## config.mk

```make
export PLATFORM = sky130hd
export DESIGN_NAME = servo_setpoint_ramp
export DESIGN_NICKNAME = d
export VERILOG_FILES = /design/src/rtl/servo_pkg.sv /design/src/rtl/sw_debounce.sv /design/src/rtl/servo_setpoint_ramp.sv
export SDC_FILE = /design/constraint.sdc
export NUM_CORES = 1
export LEC_CHECK = 0
export ABC_AREA = 1
export CAP_MARGIN = 20
export CORE_MARGIN = 5
export CORE_UTILIZATION = 30
export DETAILED_ROUTE_END_ITERATION = 10
export PLACE_DENSITY = 0.46
export SKIP_LAST_GASP = 1
export SLEW_MARGIN = 20
export SYNTH_ARGS = -nofsm -noshare
export SYNTH_HDL_FRONTEND = slang
export SYNTH_SLANG_ARGS = --single-unit
```

## constraint.sdc

```tcl
create_clock -name clk -period 2.3 [get_ports clk]
set_input_delay 0.46 -clock clk [delete_from_list [all_inputs] [get_ports clk]]
set_output_delay 0.46 -clock clk [all_outputs]
set_load 0.01 [all_outputs]
```

## src/rtl/servo_pkg.sv

```systemverilog
// ============================================================================
// servo_pkg : shared widths, default setpoints and FSM state type for the
//             servo setpoint ramp.
// Rev 1.0
// ============================================================================
`default_nettype none

package servo_pkg;

   localparam int N_W = 10;

   localparam int c_N_RESET = 150;
   localparam int c_N_MIN   = 100;
   localparam int c_N_MAX   = 200;
   localparam int c_TGT_00  = 153;
   localparam int c_TGT_01  = 130;
   localparam int c_TGT_10  = 170;
   localparam int c_TGT_11  = 130;

   typedef enum logic [0:0] {
      IDLE = 1'b0,
      RAMP = 1'b1
   } ramp_state_t;

endpackage

`default_nettype wire

```

## src/rtl/sw_debounce.sv

```systemverilog
// ============================================================================
// sw_debounce : 2-flop synchronizer followed by a stable-for-N-cycles filter.
// Rev 1.0
// ============================================================================
`default_nettype none

module sw_debounce
   import servo_pkg::*;
#(
   parameter int DEBOUNCE_CYCLES = 500000,
   parameter int WIDTH           = 2
) (
   input  logic             clk,
   input  logic             reset_n,
   input  logic [WIDTH-1:0] din,
   output logic [WIDTH-1:0] dout
);

   localparam int CNT_W = (DEBOUNCE_CYCLES > 1) ? $clog2(DEBOUNCE_CYCLES) : 1;
   localparam logic [CNT_W-1:0] c_CNT_LAST = CNT_W'(DEBOUNCE_CYCLES - 1);

   logic [WIDTH-1:0] r_sync1;
   logic [WIDTH-1:0] r_sync2;
   logic [WIDTH-1:0] r_cand;
   logic [WIDTH-1:0] r_acc;
   logic [CNT_W-1:0] r_cnt;

   always_ff @(posedge clk or negedge reset_n) begin
      if (!reset_n) begin
         r_sync1 <= '0;
         r_sync2 <= '0;
         r_cand  <= '0;
         r_acc   <= '0;
         r_cnt   <= '0;
      end else begin
         r_sync1 <= din;
         r_sync2 <= r_sync1;
         // Any change restarts the stability window; the count saturates once full.
         if (r_sync2 != r_cand) begin
            r_cand <= r_sync2;
            r_cnt  <= '0;
         end else if (r_cnt == c_CNT_LAST) begin
            r_acc  <= r_cand;
         end else begin
            r_cnt  <= r_cnt + CNT_W'(1);
         end
      end
   end

   assign dout = r_acc;

endmodule

`default_nettype wire

```

## src/rtl/servo_setpoint_ramp.sv

```systemverilog
// ============================================================================
// servo_setpoint_ramp : debounced switch code -> clamped target width, slewed
//                       into the PWM setpoint N once per frame.
// Build option: SERVO_RAMP_EN (defined = bounded slew, undefined = one-step landing)
// Rev 1.0
// ============================================================================
`default_nettype none

module servo_setpoint_ramp
   import servo_pkg::*;
#(
   parameter int DEBOUNCE_CYCLES = 500000,
   parameter int STEP            = 1,
   parameter int N_RESET         = c_N_RESET,
   parameter int N_MIN           = c_N_MIN,
   parameter int N_MAX           = c_N_MAX,
   parameter int TGT_00          = c_TGT_00,
   parameter int TGT_01          = c_TGT_01,
   parameter int TGT_10          = c_TGT_10,
   parameter int TGT_11          = c_TGT_11
) (
   input  logic           clk,
   input  logic           reset_n,
   input  logic [1:0]     SW,
   input  logic           frame_tick,
   output logic [N_W-1:0] N,
   output logic           n_update,
   output logic           busy
);

   // Without slewing the landing threshold exceeds any possible |diff| (max 2^N_W-1).
`ifdef SERVO_RAMP_EN
   localparam logic [N_W:0] c_STEP_LIM = (N_W+1)'(STEP);
`else
   localparam logic [N_W:0] c_STEP_LIM = (N_W+1)'(STEP | (1 << N_W));
`endif

   logic [1:0]        w_sw_db;
   logic [N_W-1:0]    w_tgt_raw;
   logic [N_W-1:0]    w_target;
   logic signed [N_W:0] w_diff;
   logic [N_W:0]      w_mag;
   logic              w_near;
   logic [N_W-1:0]    w_next_n;

   ramp_state_t       r_state;
   logic [N_W-1:0]    r_n;
   logic              r_n_update;
   logic              r_busy;

   sw_debounce #(
      .DEBOUNCE_CYCLES (DEBOUNCE_CYCLES),
      .WIDTH           (2)
   ) u_sw_debounce (
      .clk     (clk),
      .reset_n (reset_n),
      .din     (SW),
      .dout    (w_sw_db)
   );

   always_comb begin
      w_tgt_raw = N_W'(TGT_00);
      case (w_sw_db)
         2'b00:   w_tgt_raw = N_W'(TGT_00);
         2'b01:   w_tgt_raw = N_W'(TGT_01);
         2'b10:   w_tgt_raw = N_W'(TGT_10);
         default: w_tgt_raw = N_W'(TGT_11);
      endcase
   end

   assign w_target = (w_tgt_raw < N_W'(N_MIN)) ? N_W'(N_MIN) :
                     (w_tgt_raw > N_W'(N_MAX)) ? N_W'(N_MAX) : w_tgt_raw;

   assign w_diff   = $signed({1'b0, w_target}) - $signed({1'b0, r_n});
   assign w_mag    = w_diff[N_W] ? $unsigned(-w_diff) : $unsigned(w_diff);
   assign w_near   = (w_mag <= c_STEP_LIM);
   assign w_next_n = w_near      ? w_target :
                     !w_diff[N_W] ? r_n + N_W'(STEP) : r_n - N_W'(STEP);

   always_ff @(posedge clk or negedge reset_n) begin
      if (!reset_n) begin
         r_state    <= IDLE;
         r_n        <= N_W'(N_RESET);
         r_n_update <= 1'b0;
         r_busy     <= 1'b0;
      end else begin
         r_n_update <= 1'b0;
         case (r_state)
            IDLE: begin
               if (w_target != r_n) begin
                  r_state <= RAMP;
                  r_busy  <= 1'b1;
               end
            end
            RAMP: begin
               if (frame_tick) begin
                  r_n        <= w_next_n;
                  r_n_update <= (w_next_n != r_n);
                  if (w_near) begin
                     r_state <= IDLE;
                     r_busy  <= 1'b0;
                  end
               end
            end
            default: begin
               r_state <= IDLE;
               r_busy  <= 1'b0;
            end
         endcase
      end
   end

   assign N        = r_n;
   assign n_update = r_n_update;
   assign busy     = r_busy;

endmodule

`default_nettype wire

```

# After elaboration in Yosys (flattened, before gate mapping)
# Cells that the tools add are included.
[word_totals]
register_bits = 40
word_cells = 50
inputBits = 5
[classes]
order_cmp = 3
n_addsub = 5
eq_ne = 9
n_mux = 18
bitwise = 2
reduce_logical = 4
[ops]
columns = ["cell", "n"]
rows = [
  ["10-bit two-way mux", 4],
  ["19-bit two-way mux", 2],
  ["10-bit inequality test", 2],
  ["19-bit by 1-bit adder with 19-bit output, second input constant", 1],
  ["19-bit == test, second input constant", 1],
  ["6-bit case mux with 2 select lines", 1],
  ["11-bit <= comparator, second input constant", 1],
  ["11-bit two-way mux", 1],
  ["11-bit negation", 1],
  ["10-bit by 10-bit subtractor with 11-bit output", 1],
  ["10-bit by 1-bit adder with 10-bit output, second input constant", 1],
  ["10-bit by 8-bit greater-than comparator with 1-bit output, second input constant", 1],
  ["10-bit by 7-bit less-than comparator with 1-bit output, second input constant", 1],
  ["10-bit by 1-bit subtractor with 10-bit output, second input constant", 1],
  ["1-bit two-way mux", 8],
  ["2-bit inequality test, second input constant", 3],
  ["1-bit case mux with 2 select lines", 2],
  ["2-bit AND reduction", 2],
  ["3-bit AND reduction", 1],
  ["2-bit == test, second input constant", 1],
  ["2-bit logical NOT", 1],
  ["2-bit by 1-bit inequality test with 1-bit output, second input constant", 1],
  ["2-bit inequality test", 1],
  ["1-bit inverter", 2],
]

# Longest topological paths before layout
[logic_depth]
word_depth = 13
ltp_mapped = 9
depth_no_buf = 9

# Modules after synthesis
# Synthesis repeated with hierarchy kept, for this count alone.
[hier_totals]
cells_unflattened = 294
hier_area_um2 = 2244.7
[modules_own_cells]
columns = ["mod", "cells_each", "n_inst", "seq_area_each_um2", "area_each_um2"]
rows = [
  ["sw_debounce", 214, 1, 675.6, 1574.0],
  ["servo_setpoint_ramp", 80, 1, 330.3, 670.6],
]

# Least setup slack after synthesis
# No wires, ideal clock.
[synth_path]
kind = "flip-flop to flip-flop"
start = "register u_sw_debounce.r_cnt[0]"
end = "register u_sw_debounce.r_acc[0], in the netlist u_sw_debounce.dout[0]"
path_stages_with_launch = 9
required_ns = 2.183
synth_period_minus_slack_ns = 1.481
n_path_buf = 0
arrival_time_ns = 1.364
slack_ns = 0.819
cell_sequence = "dfrtp_1 > ha_1 > inv_2 > nor2_4 > nand3_2 > nor2_4 > nand3_4 > nand2_1 > nand2_1"
[synth_between]
elab_chain_cells = 2
[synth_rtl]
columns = ["item", "line_no", "rtl"]
rows = [
  ["from (decl)", "sw_debounce.sv:26", "logic [CNT_W-1:0] r_cnt;"],
  ["from (signal assigned)", "sw_debounce.sv:45", "r_cnt <= r_cnt + CNT_W'(1);"],
  ["19-bit == test", "sw_debounce.sv:42", "end else if (r_cnt == c_CNT_LAST) begin"],
  ["2-bit AND reduction (no source line)", "-", ""],
  ["to (signal assigned)", "sw_debounce.sv:43", "r_acc <= r_cand;"],
  ["to (decl)", "sw_debounce.sv:25", "logic [WIDTH-1:0] r_acc;"],
]
# Every way passes these cells.
# A chain may end at the register's enable or synchronous reset.

# Worst setup path after layout
[layout_path]
start = "register r_n[1], in the netlist N[1]"
end = "output N[1]"
[layout_rtl]
columns = ["item", "line_no", "rtl"]
rows = [
  ["from (decl)", "servo_setpoint_ramp.sv:47", "logic [N_W-1:0] r_n;"],
  ["from (signal assigned)", "servo_setpoint_ramp.sv:83", "r_n <= N_W'(N_RESET);"],
  ["from (signal assigned)", "servo_setpoint_ramp.sv:97", "r_n <= w_next_n;"],
  ["to (decl)", "servo_setpoint_ramp.sv:26", "output logic [N_W-1:0] N,"],
]
# No word-level cell between the ends.

==> results.yml <==
run_status:
  outcome: "finished clean"
floorplan:
  die_width_um: 94.2
  chipHeight_um: 94.2
  initial_utilization_pct: 31.1
  std_cell_rows: 30
  fp.dieArea_mm2: 0.00887
  ios: 17
  placeableCoreArea_mm2: 0.00683
worst_setup_path:
  worst_setup_path_end_kind: "primary output"
  required_ns: 1.84
  worst-setup-path-type: "register to primary output"
  timing.critical_path.buf_inv: 1
  path_max_fanout: 4
  cp-start-kind: "register"
  wp_data_arrival_ns: 1.40
  crit_path_max_incr_delay_ns: 0.57
  crit_path_cell_trace: "clkdlybuf4s50_1"
  timing.critical_path.max_delay_family: "flip-flops"
  cell_type_of_the_slowest_stage_on_the_worst_timing_path: "dfstp_2"
power_and_ir_drop:
  cell_internal_pwr_mw: 1.28
  power_density_mw_per_mm2: 714
  total_power_mw: 1.79
  combinational_share_of_power_pct: 20.2
  sw_share_pct: 28.6
  switchingPower_uw: 513
  irDropWorstVdd_mv: 0.435
  total_leakage_power_nw: 1.12
  clock_power_share_pct: 32.7
  power.sequential.fraction_pct: 47.1
timing:
  drv_slew: 0
  report.final.hold_viol_count: 0
  fin_tns_setup_ns: 0
  clock_skew_ns: 0.0134
  period_share_pct: 80.7
  post_layout_minimum_cycle_time_ns: 1.86
  rsz0062_at_grt: "no"
  worst_slack_ns: 0.445
  slew-limit-headroom_pct: 59.7
  finalSetupViolCount: 0
  holdWs_ns: 0.168
  worstMarginPinSlew_ns: 0.605
  fmax_mhz: 539
placed_design:
  post-dp-hpwl_um: 3530
  place_area_mm2: 0.00239
  detailedPlace.worstSlack_ns: 0.593
  buffers_on_ports: 16
  cell_count_after_placement: 389
  globalplace.congestion: 0.748
synth:
  yosysSeqAreaShare_pct: 47.3
  share_of_the_synthesized_area_in_the_top_cell_type_pct: 42.4
  synth_compound_gate_area_share_pct: 2.94
  post_synthesis_share_of_cell_area_spent_on_and_or_nand_and_nor_gates_pct: 35.9
  yosys.area_share.adder_pct: 3.53
  syn_area_per_cell_um2: 7.65
  postSynth.topFlopCell: "dfrtp_1"
  synth_cells: 278
  synth.area.mux_share_pct: 0
  synth_fp_nets: 289
  combinational_family_with_the_most_area_after_synthesis: "simple AND/OR/NAND/NOR gates"
  yosys.area.top_type: "dfrtp_1"
  postSynthRegisterBits: 40
  netlist_top_cells_area: "dfrtp_1 42%, nand2_1 14%, nor2_1 9.5%, inv_1 5.5%, dfstp_2 4.9%"
  synth_enable_flop_cells: 0
  yosys.cell_types.count: 27
  synth-async-reset-ratio_pct: 100
  synth.cell_area_mm2: 0.00213
  xor_and_xnor_fraction_of_the_mapped_netlist_area_pct: 2.88
  yosysWarningCount: 0
finish:
  layout.cells.most_common: "nand2_1"
  nNetsFinal: 311
  fraction_of_layout_instances_using_a_drive_strength_above_1_pct: 9.97
  layout.filler_cells: 761
  final_cell_mix: "81 x nand2_1, 54 x nor2_1, 36 x dfrtp_1"
  post_route_core_utilization_pct: 36.7
  n_antenna_cell: 0
  area.sequential_mm2: 0.00101
  layout.cells.non_filler: 397
  multi_input_comb_area_um2: 962
  syn_to_final_growth_pct: 18.1
  fin_area_mm2: 0.00251
clocking:
  insertion_delay_ns: 0.30
  cts-root-to-sink-buffers: 2
  postCtsResizedCells: 0
  cts_setup_buffers: 0
  cts-root-buf: "clkbuf_8"
  post_cts_hold_buffer_count: 0
  clock_sink_count: 40
  htree_num_levels: 2
  cts_buffers: 5
  cts.reportedPaths.clkPinSlew_ns: 0.09
  tritoncts: "built"
detailed_routing:
  drt-initial-drc-count: 81
  detail_route.first_pass.iterations: 4
  via_per_inst: 4.30
  routed-via-count: 1709
  wl_um: 4520
  wl_per_cell_um: 11.4
  detail-route-antenna-nets: 0
  detail_route.drc_violations: 0
grt:
  groute.usage.overall_pct: 11.8
  grt_antenna_before_repair: 0
  via_count_of_the_first_global_routing_pass: 1670
  first_pass_grt_wire_length_um: 8020
  globalRoute.totalOverflow: 0
  grt_max_degree: 27
hold_path:
  worst_hold_path_type: "input port to asynchronous set/reset pin"
flow_run:
  maxCapViolCount: 0
==> cell type report <==
| type | count | share of cell area (%) |
|---|---|---|
| Clock inverter | 3 | 1.89 |
| Sequential cell | 40 | 40.1 |
| Clock buffer | 5 | 2.74 |
| Multi-Input combinational cell | 200 | 38.3 |
| Timing Repair Buffer | 19 | 7.08 |
| Tap cell | 96 | 4.79 |
| Inverter | 34 | 5.08 |
==> synth_stat cells (all sizes together) (2+ instances only) <==
cell	n
o21ai	8
xnor2	2
dfrtp	36
or2	2
a21oi	3
buf	2
dfstp	4
nand3	17
ha	6
nor2	59
nand2	83
nor3	4
xor2	5
inv	33
clkbuf	2
nand4	8
==> state kept, by name, summed over array words and instances, names as in the netlist <==
| name | flops |
|---|---|
| r_state | 1 |
| n_update | 1 |
| u_sw_debounce.r_sync2 | 2 |
| busy | 1 |
| u_sw_debounce.r_cnt | 19 |
| u_sw_debounce.r_cand | 2 |
| u_sw_debounce.dout | 2 |
| u_sw_debounce.r_sync1 | 2 |
| N | 10 |
==> routing by layer <==
metal	vias up	track usage [%]	part of all wire, %
met1	759	16.9	52
met2	36	17.0	41
li1	907	-	-
met4	0	3.97	1.4
met3	7	2.88	5.2
met5	-	0	0
==> power by group through the flow <==
stage	sequential [mW]	combinational (mW)	clock [mW]
2_1_floorplan	0.868	0.184	0
3_5_place_dp	0.858	0.369	0
5_1_grt	0.856	0.415	0.655
4_1_cts	0.844	0.372	0.622
6_report	0.845	0.361	0.587
3_3_place_gp	0.859	0.372	0
==> logic make-up after synthesis <==
group / after synthesis
adder cells (fa/ha/maj): 6
buffers and inverters: 38
flip-flops: 40
XOR/XNOR: 7
AND/OR/NAND/NOR: 175
AO/OA/AOI/OAI: 12
==> worst paths after layout <==
kind | startpoint | to | slack (ns) | cells after the start
hold reg to reg | u_sw_debounce.r_sync1[0] | u_sw_debounce.r_sync2[0] | 0.35 | 0
setup / recovery | N[1] | N[1] | 0.44 | 1
min in group clk | u_sw_debounce.r_sync1[0] | u_sw_debounce.r_sync2[0] | 0.35 | 0
hold / removal | reset_n | N[3] | 0.17 | 1
setup reg to reg | u_sw_debounce.r_cnt[0] | u_sw_debounce.r_cnt[0] | 0.62 | 8
max in group asynchronous | reset_n | N[1] | 1.49 | 2
Power figures use the tool's default switching activity.
==> patch: new RTL, same flow settings <==
The option `SERVO_RAMP_EN` is turned on by a define.
--- a/src/rtl/servo_setpoint_ramp.sv
+++ b/src/rtl/servo_setpoint_ramp.sv
@@ -5,6 +5,8 @@
 // Rev 1.0
 // ============================================================================
 `default_nettype none
+
+`define SERVO_RAMP_EN
 
 module servo_setpoint_ramp
    import servo_pkg::*;
Check against the original RTL: not equivalent (a bounded check fails within 4 cycles, from zero or initial values and one cycle with reset_n low).
==> patch against the original RTL <==
The run now ends with negative setup slack left. First-iteration DRC count rose by 110%. Sequential share of layout area down 19 points. Design area is 88% higher. Synthesized area grew 52%. Routed wire length grew 110%. Setup slack worse by 1600 ps. Clock skew decreased by 5.1 ps. Count of clock-buffer cells in the layout increased by 1. Via count is 96% higher. Sequential cell count is the same. Worst hold slack worse by 23 ps. Critical path type is now reg2reg. Critical endpoint is now n_update.
Power is not shown: default switching activity piles up to over one toggle a cycle in this logic, so the estimate is an artifact.
==> patch: results (changes against the original RTL) <==
* GRT met2 Usage at 24.73% (was 17.02%)
* R2R Path End: n_update (was u_sw_debounce.r_cnt[0])
* Final HPWL DP at 7.465 mm (was 3.526 mm)
* First-pass GRT wire length at 16.01 mm (was 8.017 mm)
* Crit-path slowest cell: fa_2 (was dfstp_2)
* Reg2Reg Depth at 24 (was 8)
* Setup Skew at 8.292 ps (was 13.35 ps)
* Relative slew margins at 54.95% (was 59.68%)
* Final net count at 614 (was 311)
* PnR worst setup slack at -1122 ps (was 444.6 ps)
* CP Data Arrival Time at 3600 ps (was 1400 ps)
* Vias at 3358 (was 1709)
* Worst Path Max Fanout at 5 (was 4)
* Met2 WL at 4.303 mm (was 1.867 mm)
* DRT iter0 DRCs at 171 (was 81)
* Met1 Use GR at 22.14% (was 16.91%)
* DP Area at 0.004248 mm^2 (was 0.002394 mm^2)
* Final setup vio count at 13 (was 0)
* Vias in the first global route at 3333 (was 1670)
* Failing checks: negative setup slack
* Wire per inst at 12.95 um (was 11.40 um)
* Share of layout cells above drive strength 1 at 31.87% (was 9.967%)
* RePlAce Congestion at 0.8572 (was 0.7482)
* Post-Syn Nets at 496 (was 289)
* Crit Path Category: reg2reg (was reg2out)
* Outcome: complete, but fails checks (was finished, final reports clean)
* Final std cells w/o fill at 729 (was 397)
* Post-Syn Instances at 474 (was 278)
* Synth area leaders: dfrtp_1 (28%), nand2_1 (16%), nand3_1 (7.3%) (was dfrtp_1 (42%), nand2_1 (14%), nor2_1 (9.5%))
* Placed Cells at 700 (was 389)
* Register area share after synthesis at 31.16% (was 47.32%)
* Crit path max-delay family: simple AND/OR/NAND/NOR gates (was flip-flops)
* Pin count of the biggest net entering global routing at 24 (was 27)
* Crit path largest cell delay at 430 ps (was 570 ps)
* Synth top cells by count: nand2_1 (134), inv_1 (62), nand3_1 (47) (was nand2_1 (81), nor2_1 (54), dfrtp_1 (36))
* Met3 Usage GRT at 1.645% (was 2.885%)
* RR Startpoint: u_sw_debounce.dout[0] (was u_sw_debounce.r_cnt[0])
* GRT Overall Usage at 15.28% (was 11.75%)
* Met1 wire length at 4.807 mm (was 2.357 mm)
-- patch: cell types whose count changed in the layout (fill, tap and decap cells not counted), sizes merged, moves of 3 or more --
cell / change
nor3: +6
ha: +9
buf: +98
nor4: +3
a31oi: +3
o21bai: +4
xor2: +5
inv: +34
nor2: -13
a21oi: +19
o21ai: +21
nand2: +62
nand3: +34
-- patch: cells by family (layout without fill, tap and decap cells) --
kind of cell | count (synthesis) | after routing | share of synthesized area [%]
AOI/OAI and AO/OA | 64 | 64 | 11.09
xor gates and xnor gates | 11 | 11 | 2.984
adders and majority gates | 17 | 17 | 7.054
buffers and inverters | 75 | 193 | 9.302
DFF | 40 | 40 | 31.16
muxes | 2 | 2 | 0.6976
and+or+nand+nor | 265 | 266 | 37.71
-- patch: worst reg2reg max path, delay by kind of cell (launching register included) --
family | cells | cell delay (ps)
and+or+nand+nor | 13 | 1110
adders and majority gates | 3 | 960
DFF | 1 | 410
buffers and inverters | 4 | 370
AOI/OAI and AO/OA | 3 | 350
xor gates and xnor gates | 1 | 140
-- patch: what timing repair did --
action	4_1_cts	5_1_grt
resized for setup	14	24
cloned	1	0
setup buffers	7	13
pin swaps	14	19
endpoints found under the setup margin	13	13
-- patch: stage by stage --
step / worst slack [ps] / TNS, ps / hold WS [ps]
final: -1122 / -11280 / 145.1
after global routing: -1368 / -13670 / 192.9
after CTS: -1080 / -10210 / 165.6
after detailed placement: -1173 / -11120 / 338.5
after global placement: -1134 / -10800 / 340.6
after floorplan: -1102 / -8511 / 164.4
-- patch: final cells by class --
type / count / area, um^2
multi-input cells: 360 / 2250
well taps: 136 / 170.2
flip-flops and latches: 40 / 1006
repair buffers: 117 / 937.1
clock buffers: 6 / 82.58
clock inverters: 2 / 15.01
fillers: 1064 / 5700
inverters: 68 / 255.2
